$ cat src/rtl/dotprod_pkg.sv
// -----------------------------------------------------------------------------
// dotprod_pkg
// Shared types and constants for the dotprod engine and its loader.
//   DATA_W          element width of the dotprod a*/b* lanes
//   N_ELEM          lanes per vector (fixed by the dotprod port list)
//   RES_W           width of a full dot-product result
//   loader_state_t  loader FSM states
//   elem_t          one lane element
// -----------------------------------------------------------------------------
package dotprod_pkg;

   localparam int DATA_W = 32;
   localparam int N_ELEM = 8;
   localparam int RES_W  = 64;

   typedef enum logic [1:0] {
      LD_FILL   = 2'd0,
      LD_LAUNCH = 2'd1,
      LD_WAIT   = 2'd2
   } loader_state_t;

   typedef logic [DATA_W-1:0] elem_t;

endpackage

$ cat src/rtl/dotprod_loader_timer.sv
// -----------------------------------------------------------------------------
// dotprod_loader_timer
// Counts consecutive cycles the loader spends waiting for the engine and flags
// expiry on the last allowed WAIT cycle, so the loader can abort the vector.
// Ports:
//   clk      in   rising-edge clock
//   rst      in   synchronous active-high reset
//   in_wait  in   loader is in its WAIT state this cycle
//   expire   out  this is WAIT cycle number TIMEOUT_CYCLES (combinational)
// -----------------------------------------------------------------------------
module dotprod_loader_timer #(
   parameter int TIMEOUT_CYCLES = 20
) (
   input  logic clk,
   input  logic rst,
   input  logic in_wait,
   output logic expire
);

   localparam int CW = $clog2(TIMEOUT_CYCLES + 1);

   logic [CW-1:0] cnt_q;
   logic [CW-1:0] cnt_d;

   // The count holds (n-1) during the n-th WAIT cycle and is cleared whenever
   // the loader is elsewhere, so every vector gets a fresh budget.
   always_comb begin
      cnt_d  = '0;
      if (in_wait) begin
         cnt_d = cnt_q + 1'b1;
      end
      expire = in_wait && (cnt_q == CW'(TIMEOUT_CYCLES - 1));
   end

   always_ff @(posedge clk) begin
      if (rst) begin
         cnt_q <= '0;
      end else begin
         cnt_q <= cnt_d;
      end
   end

endmodule

$ cat src/rtl/dotprod_loader.sv
// -----------------------------------------------------------------------------
// dotprod_loader
// Upstream feeder for the dotprod engine. Collects a valid/ready stream of
// (a,b) element pairs into 8 A/B lanes, pulses start for one cycle, then holds
// the lanes stable until the engine's done rises. One vector in flight.
// Optional feature macro: DOTPROD_LOADER_ZEROPAD_EN adds in_last, which ends a
// short vector early and zeroes the unfilled upper lanes.
// Ports:
//   clk, rst            clock and synchronous active-high reset
//   in_valid/in_ready   element-pair handshake
//   in_a, in_b          element pair
//   in_last             last pair of a short vector (ZEROPAD build only)
//   a0..a7, b0..b7      lanes presented to dotprod
//   start               one-cycle launch pulse
//   done                dotprod completion, pulse or level; rising edge used
//   busy                vector launched, awaiting done
//   vec_count           completed vectors, wraps
//   timeout             sticky abort flag, cleared by rst
// -----------------------------------------------------------------------------
module dotprod_loader #(
   parameter int DATA_W         = 32,
   parameter int N_ELEM         = 8,
   parameter int TIMEOUT_CYCLES = 0,
   parameter int CNT_W          = 16
) (
   input  logic              clk,
   input  logic              rst,
   input  logic              in_valid,
   output logic              in_ready,
   input  logic [DATA_W-1:0] in_a,
   input  logic [DATA_W-1:0] in_b,
`ifdef DOTPROD_LOADER_ZEROPAD_EN
   input  logic              in_last,
`endif
   output logic [DATA_W-1:0] a0,
   output logic [DATA_W-1:0] a1,
   output logic [DATA_W-1:0] a2,
   output logic [DATA_W-1:0] a3,
   output logic [DATA_W-1:0] a4,
   output logic [DATA_W-1:0] a5,
   output logic [DATA_W-1:0] a6,
   output logic [DATA_W-1:0] a7,
   output logic [DATA_W-1:0] b0,
   output logic [DATA_W-1:0] b1,
   output logic [DATA_W-1:0] b2,
   output logic [DATA_W-1:0] b3,
   output logic [DATA_W-1:0] b4,
   output logic [DATA_W-1:0] b5,
   output logic [DATA_W-1:0] b6,
   output logic [DATA_W-1:0] b7,
   output logic              start,
   input  logic              done,
   output logic              busy,
   output logic [CNT_W-1:0]  vec_count,
   output logic              timeout
);

   import dotprod_pkg::*;

   localparam int IDX_W = 3;

   loader_state_t     state_q, state_d;
   logic [IDX_W-1:0]  idx_q, idx_d;
   logic [DATA_W-1:0] lane_a_q [N_ELEM];
   logic [DATA_W-1:0] lane_a_d [N_ELEM];
   logic [DATA_W-1:0] lane_b_q [N_ELEM];
   logic [DATA_W-1:0] lane_b_d [N_ELEM];
   logic [CNT_W-1:0]  vec_count_q, vec_count_d;
   logic              timeout_q, timeout_d;
   logic              done_q;

   logic accept;
   logic done_rise;
   logic timer_expire;

   // in_ready is forced low during reset so nothing is consumed on the
   // edge that reset wins anyway.
   assign in_ready  = (state_q == LD_FILL) && !rst;
   assign accept    = in_valid && in_ready;
   assign done_rise = done && !done_q;
   assign start     = (state_q == LD_LAUNCH);
   assign busy      = (state_q == LD_WAIT);
   assign vec_count = vec_count_q;
   assign timeout   = timeout_q;

   assign a0 = lane_a_q[0];
   assign a1 = lane_a_q[1];
   assign a2 = lane_a_q[2];
   assign a3 = lane_a_q[3];
   assign a4 = lane_a_q[4];
   assign a5 = lane_a_q[5];
   assign a6 = lane_a_q[6];
   assign a7 = lane_a_q[7];
   assign b0 = lane_b_q[0];
   assign b1 = lane_b_q[1];
   assign b2 = lane_b_q[2];
   assign b3 = lane_b_q[3];
   assign b4 = lane_b_q[4];
   assign b5 = lane_b_q[5];
   assign b6 = lane_b_q[6];
   assign b7 = lane_b_q[7];

   // With no timeout configured the timer disappears entirely.
   generate
      if (TIMEOUT_CYCLES > 0) begin : g_timer
         dotprod_loader_timer #(
            .TIMEOUT_CYCLES (TIMEOUT_CYCLES)
         ) u_timer (
            .clk     (clk),
            .rst     (rst),
            .in_wait (state_q == LD_WAIT),
            .expire  (timer_expire)
         );
      end else begin : g_no_timer
         assign timer_expire = 1'b0;
      end
   endgenerate

   // Next-state logic. Lanes only change in FILL, which keeps them stable
   // from the launch pulse until the engine reports done. A done edge in the
   // same cycle as timer expiry counts as a normal completion.
   always_comb begin
      state_d     = state_q;
      idx_d       = idx_q;
      lane_a_d    = lane_a_q;
      lane_b_d    = lane_b_q;
      vec_count_d = vec_count_q;
      timeout_d   = timeout_q;
      case (state_q)
         LD_FILL: begin
            if (accept) begin
               lane_a_d[idx_q] = in_a;
               lane_b_d[idx_q] = in_b;
               if (idx_q == IDX_W'(N_ELEM - 1)) begin
                  state_d = LD_LAUNCH;
                  idx_d   = '0;
               end
`ifdef DOTPROD_LOADER_ZEROPAD_EN
               else if (in_last) begin
                  for (int i = 0; i < N_ELEM; i++) begin
                     if (i > int'(idx_q)) begin
                        lane_a_d[i] = '0;
                        lane_b_d[i] = '0;
                     end
                  end
                  state_d = LD_LAUNCH;
                  idx_d   = '0;
               end
`endif
               else begin
                  idx_d = idx_q + 1'b1;
               end
            end
         end
         LD_LAUNCH: begin
            state_d = LD_WAIT;
         end
         LD_WAIT: begin
            if (done_rise) begin
               state_d     = LD_FILL;
               vec_count_d = vec_count_q + 1'b1;
            end else if (timer_expire) begin
               state_d   = LD_FILL;
               timeout_d = 1'b1;
            end
         end
         default: begin
            state_d = LD_FILL;
         end
      endcase
   end

   // State register. done_q tracks done in every state so a level already
   // high when WAIT is entered never looks like a fresh edge.
   always_ff @(posedge clk) begin
      if (rst) begin
         state_q     <= LD_FILL;
         idx_q       <= '0;
         vec_count_q <= '0;
         timeout_q   <= 1'b0;
         done_q      <= 1'b0;
         for (int i = 0; i < N_ELEM; i++) begin
            lane_a_q[i] <= '0;
            lane_b_q[i] <= '0;
         end
      end else begin
         state_q     <= state_d;
         idx_q       <= idx_d;
         vec_count_q <= vec_count_d;
         timeout_q   <= timeout_d;
         done_q      <= done;
         for (int i = 0; i < N_ELEM; i++) begin
            lane_a_q[i] <= lane_a_d[i];
            lane_b_q[i] <= lane_b_d[i];
         end
      end
   end

endmodule
$ cat config.mk
export PLATFORM = sky130hd
export DESIGN_NAME = dotprod_loader
export DESIGN_NICKNAME = d
export VERILOG_FILES = /design/src/rtl/dotprod_pkg.sv /design/src/rtl/dotprod_loader_timer.sv /design/src/rtl/dotprod_loader.sv
export SDC_FILE = /design/constraint.sdc
export NUM_CORES = 1
export LEC_CHECK = 0
export ABC_AREA = 1
export CAP_MARGIN = 10
export CORE_AREA = 3 3 235 237
export DETAILED_ROUTE_END_ITERATION = 16
export DIE_AREA = 0 0 238 240
export PLACE_DENSITY = 0.77
export SLEW_MARGIN = 20
export SYNTH_ARGS = -nofsm -noshare
export SYNTH_HDL_FRONTEND = slang
export SYNTH_SLANG_ARGS = --single-unit
$ cat constraint.sdc
create_clock -name clk -period 1.84 [get_ports clk]
set_input_delay 0.184 -clock clk [delete_from_list [all_inputs] [get_ports clk]]
set_output_delay 0.184 -clock clk [all_outputs]
set_load 0.01 [all_outputs]
==> impl_metrics.json, run 1 <==
{
  "port_buffers": 598,
  "top_family_by_delay_on_critical_path": "buffers and inverters",
  "worst-setup-path-type": "reg2out",
  "area_of_the_core_um2": 53500,
  "avgSynthCellArea_um2": 7.89,
  "antenna_found_initial": 1,
  "p_leak_nw": 9.30,
  "multi_input_area_um2": 7700,
  "fin_setup_tns_ps": 0,
  "max_stage_delay_ps": 610,
  "placedInstanceArea_um2": 26400,
  "ys_top_cells_by_area": "sky130_fd_sc_hd__dfxtp_1 (54%), sky130_fd_sc_hd__a21oi_1 (13%), sky130_fd_sc_hd__nand3_1 (13%), sky130_fd_sc_hd__nand2_1 (10%), sky130_fd_sc_hd__clkbuf_1 (3.0%)",
  "power_switching_mw": 6.01,
  "slew_violations": 0,
  "grt_usage_pct": 25.4,
  "gpl.final_weighted_congestion": 0.829,
  "drt-total-wl_mm": 76.9,
  "seq_area_um2": 10700,
  "finish.cell_count_without_fillers": 3685,
  "utilization_after_layout_pct": 52.9,
  "cell_internal_pwr_mw": 19.1,
  "drt-wirelength-per-cell_um": 20.9,
  "cts_root_buf": "sky130_fd_sc_hd__clkbuf_16",
  "hold_ws_ps": 236,
  "cts.sinks": 534,
  "power.total_mw": 25.1,
  "drc": 0,
  "cts_buffers": 55,
  "synth_area_leader_cell": "sky130_fd_sc_hd__dfxtp_1",
  "yosysTopAreaCellShare_pct": 54.3,
  "rows": 85,
  "drive_gt1_share_pct": 6.16,
  "initial_utilization_pct": 36.8,
  "clock_power_share_pct": 45.7,
  "cp_data_required_time_ps": 1660,
  "worst_slew_pin_slew_ps": 1070,
  "grt_first_pass_wirelength_mm": 115,
  "clk_pin_slew_worst_paths_ps": 60,
  "synth_seq_cells": 534,
  "grt_overflow_total": 0,
  "final_area_um2": 28300,
  "post_synthesis_cell_area_um2": 19700,
  "drt_pre_antenna_iters": 7,
  "antenna_cells_inserted": 0,
  "switching_share_pct": 24.0,
  "clkLatencyLatePin_ps": 600,
  "timing.critical_path.from_type": "register",
  "numPlacedInstances": 3580,
  "post-cts-setup-buffers": 0,
  "worst_setup_path_end_kind": "output port",
  "setup_slack_after_placement_ps": -39.3,
  "worst_ep_arrival_time_ps": 1600,
  "design.final.nets": 3013,
  "die_height_um": 240,
  "register_area_share_after_synthesis_pct": 54.3,
  "nFillCells": 4854,
  "routed_via_density": 5.42,
  "powerDensity_nw_per_um2": 886,
  "worst_clock_skew_ps": 14.6,
  "status": "completed",
  "area_delta_synth_final_pct": 43.7,
  "finalCritPeriodShare_pct": 97.0,
  "slew_margin_rel_pct": 28.8,
  "synthesis.nets": 2567,
  "ys.warnings.count": 0,
  "max-cap-violations": 0,
  "htree_num_levels": 2,
  "synth_cell_type_count": 23,
  "setup_viol": 0,
  "pwr-share-comb_pct": 7.4,
  "via_count": 20000,
  "final-hold-violation-count": 0,
  "pin_count": 600,
  "dr.first_iter.drc_count": 1727,
  "vdd.ir_drop.worst_mv": 0.726,
  "first_global_vias": 18600,
  "dieWidth_um": 238,
  "final.min_clock_period_ps": 1780,
  "tritoncts_clock_tree": "done",
  "crit_chain": "clkdlybuf4s50_1",
  "timing.critical_path.slowest_stage_cell": "sky130_fd_sc_hd__clkdlybuf4s50_1",
  "post_synth_inst_count": 2496,
  "cts_max_path_buffers": 3,
  "grt_start_max_net_pins": 208,
  "rsz0062_at_grt": "yes",
  "cp.buffers_inverters": 1,
  "critPathMaxFanout": 2,
  "final_antenna_net_count": 0,
  "part_of_the_total_power_dissipated_in_sequential_elements_pct": 46.9,
  "timing.fmax_mhz": 560,
  "dp.final_hpwl_mm": 50.0,
  "hold_path.class": "in2reg",
  "die_area_um2": 57100,
  "setup_ws_ps": 55.5
}
==> cells in the mapped netlist (all sizes together) <==
| cell | instances |
|---|---|
| nand3 | 518 |
| nor3b | 1 |
| inv | 26 |
| o21bai | 1 |
| dfxtp | 534 |
| xor2 | 1 |
| ha | 3 |
| a21oi | 524 |
| buf | 90 |
| conb | 1 |
| nand2 | 548 |
| clkbuf | 194 |
| nor3 | 2 |
| o21ai | 9 |
| nand4 | 5 |
| nor2 | 39 |
==> routing by layer <==
metal	track usage [%]	share of wire (%)	vias to the layer above
met4	8.45	3.1	0
met3	8.19	11	150
li1	-	-	9251
met2	40.6	46	1041
met5	0	0	-
met1	32.7	40	9516
==> cell type report <==
class	instances	area share [%]
flip-flops and latches	534	37.8
multi-input cells	1652	27.2
repair buffers	673	25.0
clock buffers	86	5.95
well taps	696	3.08
clock inverters	18	0.694
inverters	26	0.354
==> kinds of logic (layout without fill, tap and decap cells) <==
family	Yosys count	after routing	share of synthesized area, %
adders and majority gates	3	3	0.191
xor gates and xnor gates	1	1	0.0445
AOI/OAI and AO/OA	534	534	13.6
buffers and inverters	310	803	7.08
and+or+nand+nor	1113	1113	24.8
DFF	534	534	54.3
other	1	1	0.0190
==> power groups by stage <==
stage / Clock, mW / Sequential (mW) / Combinational, mW
global placement: 0 / 12.0 / 1.83
floorplan: 0 / 12.1 / 0.865
CTS: 11.6 / 11.8 / 1.84
global route: 12.0 / 11.8 / 1.96
detailed placement: 0 / 12.0 / 1.83
finish: 11.5 / 11.8 / 1.85
==> worst paths after layout <==
check,from,to,slack [ps],cells past startpoint
setup / recovery,a2[12],a2[12],60,1
hold / removal,done,done_q,240,3
setup reg to reg,idx_q[1],b3[13],100,5
hold reg to reg,b0[11],b0[11],460,2
==> registers in the layout, indices dropped and copies added, names as in the netlist, 2 cells and up <==
register   cells
a0            32
a1            32
a2            32
a3            32
a4            32
a5            32
a6            32
a7            32
b0            32
b1            32
b2            32
b3            32
b4            32
b5            32
b6            32
b7            32
idx_q          3
state_q        2
vec_count     16
==> cells in the final DEF, fill, tap and decap left out, drive strengths merged <==
cell	instances
a21oi	524
buf	75
bufinv	3
clkbuf	86
clkdlybuf4s50	592
clkinv	10
clkinvlp	2
conb	1
dfxtp	534
dlygate4sd2	5
dlygate4sd3	1
ha	3
inv	29
nand2	548
nand3	518
nand4	5
nor2	39
nor3	2
nor3b	1
o21ai	9
o21bai	1
xor2	1
==> timing repair <==
action | 4_1_cts | 5_1_grt
gates resized for setup | 7 | 3
pin swaps | 0 | 0
hold buffers | 1 | 0
endpoints found under the hold margin | 3 | 0
endpoints found under the setup margin | 5 | 14
(Power assumes the default switching activity.)
==> run 2: changes to the inputs <==
- CORE_AREA: 3 3 235 237 -> 3 3 234 236
- DIE_AREA: 0 0 238 240 -> 0 0 237 239
- PLACE_DENSITY: 0.77 -> 0.8
- SLEW_MARGIN: 20 -> default
- clock period: 1.84 -> 1.58 ns (I/O delays scaled with it)
==> run 2 against run 1 <==
Effect of this change: the flow now finishes with violations (negative setup slack); highest routed layer unchanged; clock skew is 2.7 ps lower; first-iteration DRC count is 23% higher; register-to-register slack worse by 340 ps; largest power group unchanged; cell count is 1.6% higher; sequential power is 16% higher; non-clock buffer count is 75 higher; routed wire length is 11% higher; global-route usage is 0.34 points higher; cell area is 3.6% higher; critical endpoint is now a4[9]; die area is 0.84% lower; via count is 4.3% higher; largest cell class unchanged.
==> impl_metrics.json, run 2 (synthesis gave the netlist of run 1 again) <==
{
  "slew_margin_rel_pct": 39.8,
  "final-hold-violation-count": 0,
  "worst_ep_arrival_time_ps": 2310,
  "tritoncts_clock_tree": "done",
  "vdd.ir_drop.worst_mv": 0.824,
  "powerDensity_nw_per_um2": 982,
  "dp.final_hpwl_mm": 51.2,
  "max_stage_delay_ps": 340,
  "worst_clock_skew_ps": 11.9,
  "area_delta_synth_final_pct": 48.9,
  "final.min_clock_period_ps": 1820,
  "die_height_um": 239,
  "cp_data_required_time_ps": 2070,
  "slew_violations": 0,
  "timing.critical_path.from_type": "register",
  "first_global_vias": 19000,
  "fin_setup_tns_ps": -66560,
  "area_of_the_core_um2": 52700,
  "grt_usage_pct": 25.8,
  "max-cap-violations": 0,
  "drt_pre_antenna_iters": 5,
  "setup_ws_ps": -237,
  "initial_utilization_pct": 37.4,
  "r2r-start": "state_q[0]",
  "critPathMaxFanout": 21,
  "most_common_cell_after_layout_fill_and_taps_aside": "sky130_fd_sc_hd__dfxtp_1",
  "port_buffers": 598,
  "antenna_cells_inserted": 0,
  "grt_start_max_net_pins": 175,
  "setup_slack_after_placement_ps": -191,
  "utilization_after_layout_pct": 55.7,
  "cts_buffers": 53,
  "gpl.final_weighted_congestion": 0.859,
  "antenna_found_initial": 0,
  "finalCritPeriodShare_pct": 115,
  "via_count": 20800,
  "rsz0062_at_grt": "yes",
  "hold_path.startpoint": "rst",
  "status": "finished, violations left",
  "worst-setup-path-type": "reg2reg",
  "drt-total-wl_mm": 85.1,
  "finish.cell_count_without_fillers": 3744,
  "layout.cells.most_common_list": "sky130_fd_sc_hd__dfxtp_1 (528), sky130_fd_sc_hd__nand2_1 (515), sky130_fd_sc_hd__nand3_1 (512)",
  "failed_checks": "negative setup slack",
  "p_leak_nw": 11.3,
  "dieWidth_um": 237,
  "routed_via_density": 5.56,
  "drive_gt1_share_pct": 9.98,
  "design.final.nets": 3086,
  "hold_ws_ps": 132,
  "numPlacedInstances": 3608,
  "clkLatencyLatePin_ps": 600,
  "grt_overflow_total": 0,
  "worst_slew_pin_slew_ps": 904,
  "timing.critical_path.slowest_stage_cell": "sky130_fd_sc_hd__dfxtp_2",
  "pin_count": 600,
  "timing.fmax_mhz": 550,
  "clk_pin_slew_worst_paths_ps": 70,
  "cts_root_buf": "sky130_fd_sc_hd__clkbuf_16",
  "worst_setup_path_end_kind": "register",
  "cts_max_path_buffers": 3,
  "die_area_um2": 56600,
  "grt_first_pass_wirelength_mm": 116,
  "rows": 84,
  "hold_path.class": "in2reg",
  "crit_chain": "nor3_4, nand2_4, nor2_4, buf_4, clkbuf_16, buf_16, nand3_1, a21oi_1",
  "setup.worst_path.start": "state_q[0]",
  "drt-wirelength-per-cell_um": 22.7,
  "setup_viol": 740,
  "cts.sinks": 534,
  "drc": 0,
  "dr.first_iter.drc_count": 2132,
  "htree_num_levels": 2,
  "final_antenna_net_count": 0
}
==> run 2: cell count changes in the layout (fill, tap and decap cells not counted), moves of 20 or more <==
cell	delta
sky130_fd_sc_hd__clkbuf_16	+23
sky130_fd_sc_hd__dlygate4sd2_1	+296
sky130_fd_sc_hd__clkdlybuf4s50_1	-300
sky130_fd_sc_hd__buf_4	+20
sky130_fd_sc_hd__nand2_1	-24
==> run 2: through the flow <==
stage	total power [mW]	cell area, um^2
after CTS	28.6	28200
after global routing	29.5	29300
after floorplan	15.1	19700
after detailed placement	16.2	26800
final	28.8	29300
after global placement	16.2	26800
==> run 2: worst paths after layout <==
path / slack (ps) / endpoint / depth (start not counted)
max: -240 / a4[9] / 8
min: 130 / state_q[0] / 6
max reg2reg: -240 / a4[9] / 8
min reg2reg: 460 / a5[5] / 2
==> run 2: per-layer routing <==
| metal | track usage [%] | routed length (um) | up-vias | part of all wire (%) |
|---|---|---|---|---|
| met4 | 9.38 | 3300 | 0 | 3.9 |
| met5 | 0 | 0 | - | 0 |
| met3 | 8.57 | 10000 | 217 | 12 |
| li1 | - | - | 9408 | - |
| met2 | 41.9 | 39600 | 1332 | 47 |
| met1 | 31.9 | 32100 | 9854 | 38 |
==> run 2: cell type report <==
cell class              count  area (um^2)
clock inverters            18          160
multi-input cells        1652         7970
well taps                 688          861
inverters                  26          100
repair buffers            748         8000
fillers                  4640        23300
flip-flops and latches    534        10700
clock buffers              78         1550
==> run 2: timing repair <==
item | in CTS | in global routing
gates resized for setup | 327 | 84
endpoints found under the hold margin | 1 | 0
endpoints found under the setup margin | 1044 | 742
pin swaps | 4 | 27
setup buffers | 1 | 9
gates cloned | 1 | 29
==> run 2: critical path: cells and delay by family (launching register included) <==
family	cells	cell delay, ps
DFF	1	340
AOI/OAI and AO/OA	1	230
buffers and inverters	3	470
and+or+nand+nor	4	650
==> run 2: where the power goes <==
group	switching, mW	internal (mW)
clock	5.51	7.12
combinational	1.54	0.909
sequential	0.0993	13.6
total	7.15	21.7
